[config.mk]
export PLATFORM = sky130hd
export DESIGN_NAME = state_to_block_collector
export DESIGN_NICKNAME = d
export VERILOG_FILES = /design/src/rtl/state_to_block_collector_pkg.sv /design/src/rtl/state_to_block_collector_word_index_counter.sv /design/src/rtl/state_to_block_collector.sv
export SDC_FILE = /design/constraint.sdc
export NUM_CORES = 1
export LEC_CHECK = 0
export BUFFER_PORTS_ARGS = -buffer_cell sky130_fd_sc_hd__buf_2
export CAP_MARGIN = 20
export CORE_ASPECT_RATIO = 2
export CORE_MARGIN = 2
export CORE_UTILIZATION = 25
export DETAILED_ROUTE_END_ITERATION = 10
export PLACE_DENSITY = 0.51
export SYNTH_ARGS = -nofsm -noshare
export SYNTH_HDL_FRONTEND = slang
export SYNTH_HIERARCHICAL = 1
export SYNTH_SLANG_ARGS = --single-unit
[constraint.sdc]
create_clock -name clk -period 3.53 [get_ports clk]
set_input_delay 0.706 -clock clk [delete_from_list [all_inputs] [get_ports clk]]
set_output_delay 0.706 -clock clk [all_outputs]
set_load 0.005 [all_outputs]
[src/rtl/state_to_block_collector_pkg.sv]
// state_to_block_collector_pkg: AES state/block geometry shared with the splitter and key schedule.
package state_to_block_collector_pkg;
   localparam int WORD_W    = 32;
   localparam int NUM_WORDS = 4;
   localparam int BLOCK_W   = WORD_W * NUM_WORDS;
   localparam int CNT_W     = 16;
   function automatic int idx_width(input int n);
      return n > 1 ? $clog2(n) : 1;
   endfunction
endpackage

[src/rtl/state_to_block_collector_word_index_counter.sv]
// state_to_block_collector_word_index_counter: wrapping 0..N-1 index with enable and synchronous clear.
module state_to_block_collector_word_index_counter
   import state_to_block_collector_pkg::*;
#(
   parameter int N = 4,
   parameter int W = idx_width(N)
) (
   input  logic         clk,
   input  logic         rst_n,
   input  logic         en_i,
   input  logic         clr_i,
   output logic [W-1:0] idx_o
);
   logic [W-1:0] idx_q, idx_d;
   // Clear wins over enable so an abort never leaves a stray increment behind.
   assign idx_d = clr_i ? '0 : !en_i ? idx_q : idx_q == W'(N - 1) ? '0 : idx_q + 1'b1;
   always_ff @(posedge clk or negedge rst_n)
      if (!rst_n) idx_q <= '0;
      else        idx_q <= idx_d;
   assign idx_o = idx_q;
endmodule

[src/rtl/state_to_block_collector.sv]
// state_to_block_collector: rebuilds a block from NUM_WORDS serial state words, word0 most significant,
// with a one-block output register so the next block can be collected while the sink stalls.
module state_to_block_collector
   import state_to_block_collector_pkg::*;
#(
   parameter int WORD_W    = state_to_block_collector_pkg::WORD_W,
   parameter int NUM_WORDS = state_to_block_collector_pkg::NUM_WORDS,
   parameter int CNT_W     = state_to_block_collector_pkg::CNT_W
) (
   input  logic                        clk,
   input  logic                        rst_n,
   input  logic [WORD_W-1:0]           in_word_i,
   input  logic                        in_valid_i,
   output logic                        in_ready_o,
   input  logic                        flush_i,
   output logic [WORD_W*NUM_WORDS-1:0] out_data_o,
   output logic                        out_valid_o,
   input  logic                        out_ready_i,
   output logic                        busy_o,
   output logic [CNT_W-1:0]            block_count_o
);
   localparam int BLOCK_W = WORD_W * NUM_WORDS;
   localparam int IDX_W   = idx_width(NUM_WORDS);
   logic [IDX_W-1:0]   idx;
   logic [BLOCK_W-1:0] asm_q, asm_d, out_data_q, out_data_d;
   logic               out_valid_q, out_valid_d;
   logic [CNT_W-1:0]   count_q, count_d;
   logic               last, accept, done, take;
   // Only the final word waits on the output register; earlier words keep flowing during a stall.
   assign last       = idx == IDX_W'(NUM_WORDS - 1);
   assign in_ready_o = !flush_i && (!last || !out_valid_q || out_ready_i);
   assign accept     = in_valid_i && in_ready_o;
   assign done       = accept && last;
   assign take       = out_valid_q && out_ready_i;
   state_to_block_collector_word_index_counter #(.N(NUM_WORDS), .W(IDX_W)) u_idx (
      .clk   (clk),
      .rst_n (rst_n),
      .en_i  (accept),
      .clr_i (flush_i),
      .idx_o (idx)
   );
   always_comb begin
      asm_d = asm_q;
      for (int k = 0; k < NUM_WORDS; k++)
         if (accept && idx == IDX_W'(k)) asm_d[BLOCK_W-1-k*WORD_W -: WORD_W] = in_word_i;
      if (flush_i) asm_d = '0;
   end
   // asm_d already carries the final word, so a completing block loads straight into the output.
   assign out_data_d  = done ? asm_d : out_data_q;
   assign out_valid_d = done || (out_valid_q && !out_ready_i);
   assign count_d     = count_q + CNT_W'(take);
   always_ff @(posedge clk or negedge rst_n)
      if (!rst_n) begin
         asm_q       <= '0;
         out_data_q  <= '0;
         out_valid_q <= 1'b0;
         count_q     <= '0;
      end else begin
         asm_q       <= asm_d;
         out_data_q  <= out_data_d;
         out_valid_q <= out_valid_d;
         count_q     <= count_d;
      end
   assign out_data_o    = out_data_q;
   assign out_valid_o   = out_valid_q;
   assign busy_o        = idx != '0;
   assign block_count_o = count_q;
endmodule

==> summary.md <==
| Metric | Value |
|---|---|
| CP max FO | `10` |
| Synth warnings | `6` |
| Origin of the critical flop-to-flop path | `u_idx/idx_o[0]$_DFFE_PN0P_` |
| Fraction of the mapped netlist area in simple logic gates | `under 10%` |
| Worst-case clock buffer depth | `3` |
| Combinational Power Share | `5.3%` |
| Number of placement rows | `101` |
| Maximum clock frequency | `436 MHz` |
| Reg clk slew, reported paths | `70 ps` |
| Post-detailed-placement half-perimeter wirelength | `19100 µm` |
| GRT Resource Usage Total | `14.9%` |
| Post-Syn Area | `just under 10000 µm²` |
| Global-route wire length before repair | `around 45000 µm` |
| Input/output buffers | `about 180` |
| Kind of start point of the critical path | `flop` |
| Violation count after the first detailed-route iteration | `335` |
| Cell-internal power | `4440 µW` |
| Share of synthesized cell area in full adder, half adder and majority cells | `less than 1%` |
| Average via count per standard cell | `4.72` |
| Mux cell area share after synthesis | `between 10% and 20%` |
| Peak supply drop | `0.327 mV` |
| # diodes | `0` |
| Post-detailed-route wirelength per cell | `between 20 and 25 µm` |
| RSZ-0062 raised after global routing | `false` |
| Part of the total power dissipated in the clock network | `45.7%` |
| Path class of the lowest-slack min-delay path | `primary input to async pin` |
| Mapped Nets | `about 890` |
| Drt first pass iters | `5` |
| Required time worst endpoint | `about 2800 ps` |
| Final number of max-transition violations | `0` |
| Ports placed on the boundary | `184` |
| Design Power | `5840 µW` |
| Count of buffers added by post-CTS timing repair for setup | `0` |
| R2R Setup Slk | `~1300 ps` |
| Parity-gate share of the synthesized area counting xor and xnor cells | `approximately 1.3%` |
| Antenna-violating nets left | `0` |
| Commonest non-fill, non-tap cell in the layout | `sky130_fd_sc_hd__dfrtp_1` |
| Final hold slack | `219 ps` |
| Share of post-route cells with drive strength above 1 | `24.5%` |
| Post-synthesis compound-gate area fraction | `11.8%` |
| Worst Max-Slew Pin Slew | `1130 ps` |
| PostCTS Resize Cnt | `0` |
| Flip-flop and latch count after synthesis | `243` |
| Root cell of the clock tree | `sky130_fd_sc_hd__clkbuf_16` |
| CTS sink count | `243` |
| Share of the yosys chip area belonging to registers | `a little over three fifths` |
| H-tree depth reported by CTS | `1` |
| Cell count after synthesis | `between 800 and 900` |
| Total wire length after detailed routing | `30000 µm` |
| Die outline width | `143 µm` |
| Total via count after detailed routing | `7042` |
| Area growth syn-to-layout | `22.9%` |
| Floorplan core area | `37900 µm²` |
| Clock tree skew after final layout | `23.2 ps` |
| Overall die area | `between 40000 and 50000 µm²` |
| TritonCTS clock tree | `yes` |
| Number of clock buffers inserted by TritonCTS | `25` |
| Power density over cell area | `495 nW/µm²` |
| Power spent charging and discharging nets | `1410 µW` |
| Reg-to-Reg End | `out_data_o[118]$_DFFE_PN0P_` |
| Final-layout fill cell count | `3886` |
| Dominant combinational cell family by area after synthesis | `compound AO/OA/AOI/OAI gates` |
| Final hold violation count | `0` |
| Type of destination of the critical path | `output port` |
| Total number of nets in the final design | `1054` |
| Run status | `finished clean` |
| Max-slew headroom | `24.7%` |
| Syn avg cell area | `11.3 µm²` |
| Leakage dissipation | `0.00586 µW` |
| Most frequent cells in the layout | `sky130_fd_sc_hd__dfrtp_1 (243), sky130_fd_sc_hd__buf_2 (181), sky130_fd_sc_hd__o21ai_1 (130), sky130_fd_sc_hd__nor2_1 (100), sky130_fd_sc_hd__mux2i_1 (97)` |
| Setup_tns | `0 ps` |
| Number of hold buffers added after cts | `0` |
| Switching share of total power | `24.0%` |
| Minimum clock period after layout | `2300 ps` |
| Length in cells of the worst reg-to-reg path | `4` |
| Grt total ovfl | `0` |
| Proportion of power drawn by flip-flops and latches | `49.0%` |
| Data arrival, critical path | `1590 ps` |
| DRC violations left | `0` |
| Insertion delay to the later sink of the worst-skew pair | `roughly 550 ps` |
| Number of setup violations in the final report | `0` |
| Pin count of the biggest net entering global routing | `between 100 and 150` |
| Fin crit share | `65.0%` |
| Category of the critical setup timing path | `flop to output port` |
| Via count of the first global-routing pass | `approximately 7200` |
| RD Place Congestion | `approximately 0.77` |
| Height of the die | `281 µm` |
| Unique masters post-synth | `31` |
| Max Cap Violations | `0` |
| Initial antenna violation count | `1` |
| Effective utilization at floorplan | `25.3%` |
final cells by class:
cell class,instances,area [µm²],share of cell area (%)
clock buffer,32,672,5.69
sequential,243,6080,51.5
timing repair buffer,204,1160,9.83
inverter,3,11.3,0.0953
tap,463,579,4.90
clock inverter,11,125,1.06
multi-input combinational,537,3180,26.9
sequential cells by signal, indices dropped and copies added, names as in the netlist:
register and flops:
asm_q 96, u_idx/idx_o 2, out_data_o 128, block_count_o 16, out_valid_o 1
how the worst max path moves through the flow:
stage                                          start                          to  slack (ps)  cells past startpoint
after floorplan                          out_ready_i  u_idx/idx_o[0]$_DFFE_PN0P_        1580                      7
after global placement                       flush_i  out_data_o[70]$_DFFE_PN0P_         880                      5
after detailed placement                     flush_i  out_data_o[69]$_DFFE_PN0P_         860                      5
after CTS                 u_idx/idx_o[0]$_DFFE_PN0P_                  in_ready_o        1180                      2
after global routing      u_idx/idx_o[0]$_DFFE_PN0P_  out_data_o[44]$_DFFE_PN0P_        1100                      4
final                     u_idx/idx_o[0]$_DFFE_PN0P_                  in_ready_o        1230                      2
power groups by stage:
stage	Combinational [µW]	Sequential [µW]	Clock, µW
after floorplan	126	2920	0
after global placement	318	2920	0
after detailed placement	322	2920	0
after CTS	323	2870	2750
after global routing	348	2870	2850
final	309	2870	2670
Yosys cell counts:
master,instances,share of area (%)
sky130_fd_sc_hd__dfrtp_1,243,63
sky130_fd_sc_hd__xor2_1,10,0.91
sky130_fd_sc_hd__nand2_1,36,1.4
sky130_fd_sc_hd__nor3_1,4,0.21
sky130_fd_sc_hd__buf_6,10,1.2
sky130_fd_sc_hd__ha_1,3,0.39
sky130_fd_sc_hd__mux2i_1,97,10
sky130_fd_sc_hd__o21ai_0,94,4.9
sky130_fd_sc_hd__inv_1,3,0.12
sky130_fd_sc_hd__or3b_1,1,0.091
sky130_fd_sc_hd__nand3_1,37,1.9
sky130_fd_sc_hd__a31oi_1,1,0.065
sky130_fd_sc_hd__a21oi_2,1,0.091
sky130_fd_sc_hd__nor4b_4,1,0.25
sky130_fd_sc_hd__o21ai_1,130,6.8
sky130_fd_sc_hd__nand4_1,3,0.20
sky130_fd_sc_hd__nand2_2,1,0.065
sky130_fd_sc_hd__nand2b_1,2,0.13
sky130_fd_sc_hd__clkbuf_1,46,1.8
sky130_fd_sc_hd__buf_2,12,0.63
sky130_fd_sc_hd__nor4_1,4,0.26
sky130_fd_sc_hd__buf_1,1,0.039
sky130_fd_sc_hd__and4bb_1,2,0.26
sky130_fd_sc_hd__xnor2_1,4,0.36
sky130_fd_sc_hd__buf_4,2,0.16
sky130_fd_sc_hd__and2_1,2,0.13
sky130_fd_sc_hd__nand4b_2,1,0.16
sky130_fd_sc_hd__or2_2,1,0.065
sky130_fd_sc_hd__nor2_1,100,3.9
sky130_fd_sc_hd__and4b_1,1,0.10
sky130_fd_sc_hd__nor2b_1,1,0.065
metrics by stage:
| stage | setup WS, ps | cell area (µm²) | std cells | utilization (%) |
|---|---|---|---|---|
| after global placement | 882 | 11000 | 1450 | 29.1 |
| after CTS | 1180 | 11800 | 1493 | 31.2 |
| after detailed placement | 856 | 11000 | 1450 | 29.1 |
| after global routing | 1100 | 11800 | 1493 | 31.2 |
| after floorplan | 1580 | 9610 | 854 | - |
| final | 1230 | 11800 | 1493 | 31.2 |
routing by layer:
metal | vias to the layer above | share of wire [%] | track usage [%]
li1 | 3247 | - | -
met5 | - | 0 | 0
met4 | 0 | 3.9 | 6.25
met2 | 176 | 55 | 28.0
met1 | 3569 | 38 | 16.7
met3 | 50 | 3.2 | 1.58
critical path, stage by stage (launching register included):
cell and delay (ps):
sky130_fd_sc_hd__dfrtp_1 520, sky130_fd_sc_hd__a31oi_1 310, sky130_fd_sc_hd__buf_2 210
logic make-up after synthesis:
| family | count (synthesis) |
|---|---|
| AO/OA/AOI/OAI | 226 |
| XOR/XNOR | 14 |
| adder cells (fa/ha/maj) | 3 |
| buffers and inverters | 74 |
| flip-flops | 243 |
| multiplexers | 97 |
| AND/OR/NAND/NOR | 197 |
Power figures use the tool's default switching activity.
